## config.mk

```make
export PLATFORM = sky130hd
export DESIGN_NAME = asteroids_input_cond
export DESIGN_NICKNAME = d
export VERILOG_FILES = /design/src/rtl/asteroids_input_cond.sv
export SDC_FILE = /design/constraint.sdc
export NUM_CORES = 1
export LEC_CHECK = 0
export CAP_MARGIN = 40
export CORE_ASPECT_RATIO = 0.8
export CORE_MARGIN = 5
export CORE_UTILIZATION = 55
export CTS_CLUSTER_DIAMETER = 60
export DETAILED_ROUTE_END_ITERATION = 12
export GPL_ROUTABILITY_DRIVEN = 0
export HOLD_SLACK_MARGIN = 0.05
export PLACE_DENSITY = 0.81
export SETUP_SLACK_MARGIN = 0.1
export SKIP_CTS_REPAIR_TIMING = 1
export SLEW_MARGIN = 5
export SYNTH_ARGS = -nofsm -noshare
export SYNTH_HDL_FRONTEND = slang
export SYNTH_SLANG_ARGS = --single-unit
```

## constraint.sdc

```tcl
create_clock -name clk_25 -period 4.76 [get_ports clk_25]
set_input_delay 1.428 -clock clk_25 [delete_from_list [all_inputs] [get_ports clk_25]]
set_output_delay 1.428 -clock clk_25 [all_outputs]
set_load 0.05 [all_outputs]
```

## src/rtl/asteroids_input_cond.sv

```systemverilog
// asteroids_input_cond: merges PS/2 key events and the joystick word into the active-low BUTTON vector.
// Latency: key toggle -> BUTTON in 2 cycles, joy -> BUTTON in 1 cycle; coin is a fixed COIN_PULSE-cycle pulse.
// No backpressure: events are sampled every cycle; inhibit forces everything released.
module asteroids_input_cond #(
  parameter int COIN_PULSE = 625000,
  parameter int CNT_W      = 20
) (
  input  logic        clk_25,
  input  logic        RESET_L,
  input  logic [10:0] ps2_key,
  input  logic [15:0] joy,
  input  logic        inhibit,
  output logic [7:0]  BUTTON,
  output logic        coin_busy
);

  // One held bit per mapped scancode, so two keys on one function never cancel.
  localparam int K_M     = 0;
  localparam int K_F1    = 1;
  localparam int K_F2    = 2;
  localparam int K_A     = 3;
  localparam int K_D     = 4;
  localparam int K_F3    = 5;
  localparam int K_L     = 6;
  localparam int K_K     = 7;
  localparam int K_ELEFT = 8;
  localparam int K_ERGT  = 9;
  localparam int K_CTRL  = 10;
  localparam int K_ALT   = 11;
  localparam int K_SPACE = 12;
  localparam int K_1     = 13;
  localparam int K_2     = 14;
  localparam int K_5     = 15;
  localparam int K_6     = 16;
  localparam int NKEYS   = 17;

  typedef enum logic [1:0] {
    IDLE     = 2'd0,
    PULSE    = 2'd1,
    WAIT_REL = 2'd2
  } coin_state_t;

  logic [NKEYS-1:0] held;
  logic [NKEYS-1:0] key_sel;
  logic             old_toggle;
  logic             key_event;

  logic right_lvl, left_lvl, start1_lvl, start2_lvl;
  logic fire_lvl, thrust_lvl, hyper_lvl, raw_coin;

  logic [4:0]       btn_hi;   // right, left, start1, start2, fire
  logic [1:0]       btn_lo;   // thrust, hyperspace
  logic             coin_n;
  logic             busy;
  coin_state_t      state;
  logic [CNT_W-1:0] cnt;

  // Joystick bits with no function in this game.
  logic unused_joy;
  assign unused_joy = ^{joy[15:9], joy[3:2]};

  assign key_event = (ps2_key[10] != old_toggle);

  // Exact 9-bit scancode match (bit 8 is the extended prefix) to a one-hot key select.
  always_comb begin
    key_sel = '0;
    case (ps2_key[8:0])
      9'h03A:  key_sel[K_M]     = 1'b1;
      9'h005:  key_sel[K_F1]    = 1'b1;
      9'h006:  key_sel[K_F2]    = 1'b1;
      9'h01C:  key_sel[K_A]     = 1'b1;
      9'h023:  key_sel[K_D]     = 1'b1;
      9'h004:  key_sel[K_F3]    = 1'b1;
      9'h04B:  key_sel[K_L]     = 1'b1;
      9'h042:  key_sel[K_K]     = 1'b1;
      9'h16B:  key_sel[K_ELEFT] = 1'b1;
      9'h174:  key_sel[K_ERGT]  = 1'b1;
      9'h014:  key_sel[K_CTRL]  = 1'b1;
      9'h011:  key_sel[K_ALT]   = 1'b1;
      9'h029:  key_sel[K_SPACE] = 1'b1;
      9'h016:  key_sel[K_1]     = 1'b1;
      9'h01E:  key_sel[K_2]     = 1'b1;
      9'h02E:  key_sel[K_5]     = 1'b1;
      9'h036:  key_sel[K_6]     = 1'b1;
      default: key_sel = '0;
    endcase
  end

  // Function levels: OR of every bound key plus the joystick bit.
  assign right_lvl  = held[K_D]  | held[K_ERGT]  | joy[0];
  assign left_lvl   = held[K_A]  | held[K_ELEFT] | joy[1];
  assign start1_lvl = held[K_F1] | held[K_1]     | joy[7];
  assign start2_lvl = held[K_F2] | held[K_2];
  assign fire_lvl   = held[K_M]  | held[K_CTRL]  | joy[4];
  assign thrust_lvl = held[K_L]  | held[K_ALT]   | joy[5];
  assign hyper_lvl  = held[K_K]  | held[K_SPACE] | joy[6];
  assign raw_coin   = held[K_F3] | held[K_5] | held[K_6] | joy[8];

  // Key-held tracking; old_toggle always follows the toggle so nothing stale decodes after reset/inhibit.
  always_ff @(posedge clk_25) begin
    old_toggle <= ps2_key[10];
    if (!RESET_L || inhibit) begin
      held <= '0;
    end else if (key_event) begin
      held <= (held & ~key_sel) | (key_sel & {NKEYS{ps2_key[9]}});
    end
  end

  // Registered active-low button outputs (coin bit comes from the pulse FSM).
  always_ff @(posedge clk_25) begin
    if (!RESET_L || inhibit) begin
      btn_hi <= 5'h1F;
      btn_lo <= 2'b11;
    end else begin
      btn_hi <= ~{right_lvl, left_lvl, start1_lvl, start2_lvl, fire_lvl};
      btn_lo <= ~{thrust_lvl, hyper_lvl};
    end
  end

  // Coin pulse shaper: one COIN_PULSE-cycle low pulse per press, then wait for release.
  always_ff @(posedge clk_25) begin
    if (!RESET_L || inhibit) begin
      state  <= IDLE;
      cnt    <= '0;
      coin_n <= 1'b1;
      busy   <= 1'b0;
    end else begin
      case (state)
        IDLE: begin
          if (raw_coin) begin
            state  <= PULSE;
            cnt    <= CNT_W'(COIN_PULSE - 1);
            coin_n <= 1'b0;
            busy   <= 1'b1;
          end
        end
        PULSE: begin
          if (cnt != '0) begin
            cnt <= cnt - CNT_W'(1);
          end else begin
            coin_n <= 1'b1;
            if (raw_coin) begin
              state <= WAIT_REL;
            end else begin
              state <= IDLE;
              busy  <= 1'b0;
            end
          end
        end
        WAIT_REL: begin
          if (!raw_coin) begin
            state <= IDLE;
            busy  <= 1'b0;
          end
        end
        default: begin
          state  <= IDLE;
          coin_n <= 1'b1;
          busy   <= 1'b0;
        end
      endcase
    end
  end

  assign BUTTON    = {btn_hi, coin_n, btn_lo};
  assign coin_busy = busy;

endmodule

```

After elaboration in Yosys (flattened, before gate mapping)
Cells that the tools add are included.
{ "classes": {"eq_ne": 24, "reduce_logical": 9, "mux": 32, "n_bitwise": 23, "add_sub_neg": 1} }
{ "ops": {"columns": ["op", "count"], "rows": [
  ["9-bit by 5-bit == test with 1-bit output, second input constant", 5],
  ["9-bit by 6-bit == test with 1-bit output, second input constant", 5],
  ["20-bit 2-to-1 mux", 2],
  ["20-bit one-hot mux with 2 select lines", 1],
  ["17-bit bitwise AND", 2],
  ["9-bit by 3-bit == test with 1-bit output, second input constant", 3],
  ["1-bit 2-to-1 mux", 22],
  ["20-bit nonzero test", 1],
  ["20-bit by 1-bit subtractor with 20-bit output, second input constant", 1],
  ["9-bit by 7-bit == test with 1-bit output, second input constant", 2],
  ["9-bit == test, second input constant", 2],
  ["17-bit NOT", 1],
  ["17-bit bitwise OR", 1],
  ["1-bit bitwise OR", 16],
  ["3-bit AND reduction", 3],
  ["2-bit 2-to-1 mux", 4],
  ["2-bit != test, second input constant", 4],
  ["1-bit one-hot mux with 3 select lines", 2],
  ["2-bit one-hot mux with 3 select lines", 1],
  ["5-bit NOT", 1],
  ["2-bit by 1-bit == test with 1-bit output, second input constant", 1],
  ["2-bit == test, second input constant", 1],
  ["2-bit logical NOT", 1],
  ["2-bit NOT", 1],
  ["6 further kinds", 6]
]} }
{ "totals": {"wordCells": 97, "ff_bits": 49, "input_bits": 30, "out_inout_bits": 9} }

Longest topological paths before layout
{ "logic_depth": {"depth_word": 6, "mapped_depth": 9, "mapped_depth_nobuf": 7} }

Least setup slack after synthesis
OpenSTA, ideal clock, no wires.
{ "synth_path": {"path_type": "input to register", "start": "in joy[8]", "end": "reg cnt[13]", "arrival_ns": 2.717, "required_time_ns": 4.688, "path_buffers": 1, "setup_ns": 0.072, "setup_slack_ns": 1.971, "path_stages": 6, "cell_sequence": "nor4_1 > buf_2 > nand3b_1 > nand2_1 > or2_2 > mux2i_1"} }
{ "synth_between": {"elab_chain_cells": 3} }
{ "synth_rtl": {"columns": ["element", "line_no", "source"], "rows": [
  ["from (decl)", "11", "input logic [15:0] joy,"],
  ["1-bit bitwise OR", "97", "assign raw_coin = held[K_F3] | held[K_5] | held[K_6] | joy[8];"],
  ["2-bit != test (no line)", null, null],
  ["3-bit AND reduction (no line)", null, null],
  ["to (signal assigned)", "132", "cnt <= CNT_W'(COIN_PULSE - 1);"],
  ["to (signal assigned)", "139", "cnt <= cnt - CNT_W'(1);"],
  ["to (decl)", "56", "logic [CNT_W-1:0] cnt;"]
]} }
No other way between the ends.
A chain may end at the register's enable or synchronous reset.

Final worst setup path
{ "layout_path": {"start": "in joy[8]", "end": "reg cnt[7]"} }
The elaborated chain is that of the path after synthesis.

==> implementation parameters <==
Parameter                              Value

Timing
  Fin worst setup slack ... 1542 ps
  Setup tns final ... 0 ps
  Fin Hold WS ... 446.7 ps
  Final critical-path share of the clock period ... 0.6760
  Slew Viols, Final ... 0
  Hold Violations, Final ... 0
  Time the worst path needs with I/O delays and setup ... 3218 ps
  Tightest slew margin relative to the limit ... 0.4564
  Worst clock skew ... 7.308 ps
  Setup violations, final ... 0
  Maximum clock frequency ... 0.3108 GHz
  RSZ-0062 raised after global routing ... no
  Actual slew at the worst max-slew pin ... 808.6 ps

Worst setup path
  Worst-path maximum fanout ... 11
  Arrival time reported for the critical path endpoint ... 3450 ps
  Slowest Stage Delay on Critical Path ... 420 ps
  Kind of launch point of the worst setup path ... input port
  Required arrival time at the worst endpoint ... 5000 ps
  Capturing element type of the critical path ... register
  Cell chain of the critical path ... clkdlybuf4s50_1 -> nor4_1 -> buf_4 -> nand3b_1 -> nand2_1 -> or2_2 -> mux2i_1
  Type of the worst setup path ... input port to register
  Slowest stage cell on the critical path ... sky130_fd_sc_hd__clkdlybuf4s50_1

Clock network
  Worst skew pair latency ... 310 ps
  CTS Buf Count ... 5
  Clock transition at the register clock pins on the worst setup and hold paths after CTS ... 90 ps
  TritonCTS clock tree ... done
  TritonCTS Sinks ... 49
  Maximum clock insertion buffer count ... 2
  CTS root buffer ... sky130_fd_sc_hd__clkbuf_8
  Htree depth ... 2

Synthesis
  Simple-gate share of the synthesized area ... 0.3130
  Post-synth top cells ... sky130_fd_sc_hd__dfxtp_1 (49), sky130_fd_sc_hd__nand2_1 (28), sky130_fd_sc_hd__nor2_1 (25)
  Synth Area in Compound Gates ... 0.1648
  Xor/xnor share of the synthesized area ... 0.007056
  Post-Synth Adder-Cell Area ... 0.03024
  Yosys warning count ... 0
  Instance count of the mapped netlist ... 291
  Dominant cells by area after synthesis ... sky130_fd_sc_hd__dfxtp_1 (40%), sky130_fd_sc_hd__mux2i_1 (5.6%), sky130_fd_sc_hd__o31ai_1 (4.5%)
  Synthesized cell area ... 0.002482 mm2
  Main combinational cell family by area after synthesis ... simple AND/OR/NAND/NOR gates
  Fraction of synthesis flops using an asynchronous set or reset pin ... 0
  Top cell type by total area after synthesis ... sky130_fd_sc_hd__dfxtp_1
  Net Count, Synth ... 327
  Most frequent cell after synthesis ... sky130_fd_sc_hd__dfxtp_1
  Number of enable-type register cells in the synthesized netlist ... 0
  Post-Syn Area per Cell ... 8.531 um2
  Part of the Yosys area used for sequential elements ... 0.3952
  Multiplexer share of the synthesized area ... 0.05645
  Fraction of post-synthesis cell area in the top cell type by area ... 0.3952
  Yosys reg bits ... 49
  Leading register cell type out of synthesis ... sky130_fd_sc_hd__dfxtp_1
  Number of distinct standard cells referenced by the synthesized netlist ... 51

Final layout
  Fill count ... 348
  Proportion of layout cells with a drive suffix above 1 ... 0.07524
  Multi-input combinational cell area ... 0.001419 mm2
  Number of nets in the final layout ... 355
  Area growth syn-to-layout ... 18.80%
  Final standard cell utilization of the core ... 0.6886
  Antenna Cells ... 0
  Post-route cell area ... 0.002949 mm2
  Area taken by flip-flops and latches ... 980.9 um2

Die
  Core Box Area ... 0.004283 mm2
  Die Footprint ... 0.005965 mm2
  Die Span Y ... 70.09 um
  Number of ports placed on the die boundary ... 39
  Horizontal extent of the die ... 85.11 um
  Starting density of the core ... 0.5796
  Row count ... 21

Routing
  Per-cell via count in the routed design ... 6.040
  Detailed-route via count ... 2,271
  Final WL ... 5704 um
  Remaining antenna violation count after routing ... 0
  Number of design-rule violations left by the first detailed-router iteration ... 188
  Total iterations of the first detailed-routing run ... 4
  Routed WL per cell ... 15.17 um
  Residual DRC count ... 0

Power
  P_sw ... 0.0002930 W
  Sequential share of power ... 0.459
  Leakage ... 1.101 nW
  Total power divided by cell area ... 326.9 mW/mm2
  Fraction of power spent switching nets ... 0.3040
  Internal portion of total power ... 0.0006710 W
  Clock share of power ... 0.302
  Logic gate share of total power ... 0.239
  IR drop worst, VDD ... 0.2136 mV

Global routing
  Vias in the first global route ... 1,990
  Wire length of the first global-routing pass ... 9252 um
  Antenna violations before repair ... 0
  Pin count of the biggest net entering global routing ... 22
  Remaining Overflow, GRT ... 0
  Global-route usage over all layers ... 0.1893

Hold path
  Worst hold-check path type ... register to register

Place
  Port bufs ... 29
  HPWL after detailed placement ... 4169 um
  Placed Instance Area ... 0.002845 mm2
  Pre-CTS setup slack ... 1207 ps

Outcome
  Status ... complete, no violations

Flow run
  Maxcap violations ... 0
-- per-stage QoR --
stage	instances	total power, W
4_1_cts	376	0.0009639
6_report	376	0.0009640
3_5_place_dp	369	0.0006782
3_3_place_gp	367	0.0006681
2_1_floorplan	291	0.0006135
5_1_grt	376	0.001010
-- power groups by stage --
| stage | combinational, W | clock, W | sequential [W] |
|---|---|---|---|
| 6_report | 0.000231 | 0.000291 | 0.000442 |
| 3_5_place_dp | 0.000227 | 0 | 0.000451 |
| 4_1_cts | 0.000229 | 0.000293 | 0.000442 |
| 2_1_floorplan | 0.000156 | 0 | 0.000457 |
| 3_3_place_gp | 0.000217 | 0 | 0.000451 |
| 5_1_grt | 0.000253 | 0.000312 | 0.000445 |
-- layout by cell type (no fill, tap or decap), types with 7 or more instances in the layout --
cell                              netlist  layout
sky130_fd_sc_hd__a21oi_1               21      21
sky130_fd_sc_hd__a31oi_1                7       7
sky130_fd_sc_hd__clkdlybuf4s50_1        0      29
sky130_fd_sc_hd__dfxtp_1               49      49
sky130_fd_sc_hd__inv_1                  7       7
sky130_fd_sc_hd__mux2i_1               14      14
sky130_fd_sc_hd__nand2_1               28      28
sky130_fd_sc_hd__nand3_1               13      13
sky130_fd_sc_hd__nor2_1                25      25
sky130_fd_sc_hd__nor4_1                10      10
sky130_fd_sc_hd__o31ai_1               15      15
sky130_fd_sc_hd__or4_1                  8       8
-- final timing paths --
path	slack, ps	cells past startpoint	startpoint	end
setup reg to reg	2230	6	cnt[5]	cnt[16]
hold reg to reg	450	1	register	btn_hi[1]
setup / recovery	1540	7	joy[8]	cnt[7]
hold / removal	450	1	register	btn_hi[1]
-- critical path: cells and delay by family --
kind | cells | cell delay, ps
buf+inv | 2 | 650
mux | 1 | 120
simple gates | 4 | 1260
-- kinds of logic after synthesis --
group / count (synthesis)
simple gates: 138
xor+xnor: 2
flops: 49
fa+ha+maj: 6
compound gates: 62
mux: 14
buf+inv: 20
-- area by class of cell --
cell class,count,share of cell area
clock inverters,2,0.01188
inverters,7,0.008910
clock buffers,5,0.02333
multi-input cells,222,0.4811
repair buffers,34,0.1179
well taps,57,0.02418
flip-flops and latches,49,0.3326
-- layer usage --
metal,track usage,share of wire,routed length [um]
met5,0,0,0
met4,0.05800,0.015,83
met3,0.03760,0.047,267
met2,0.2828,0.44,2500
met1,0.2733,0.50,2852
Power figures use the tool's default switching activity.
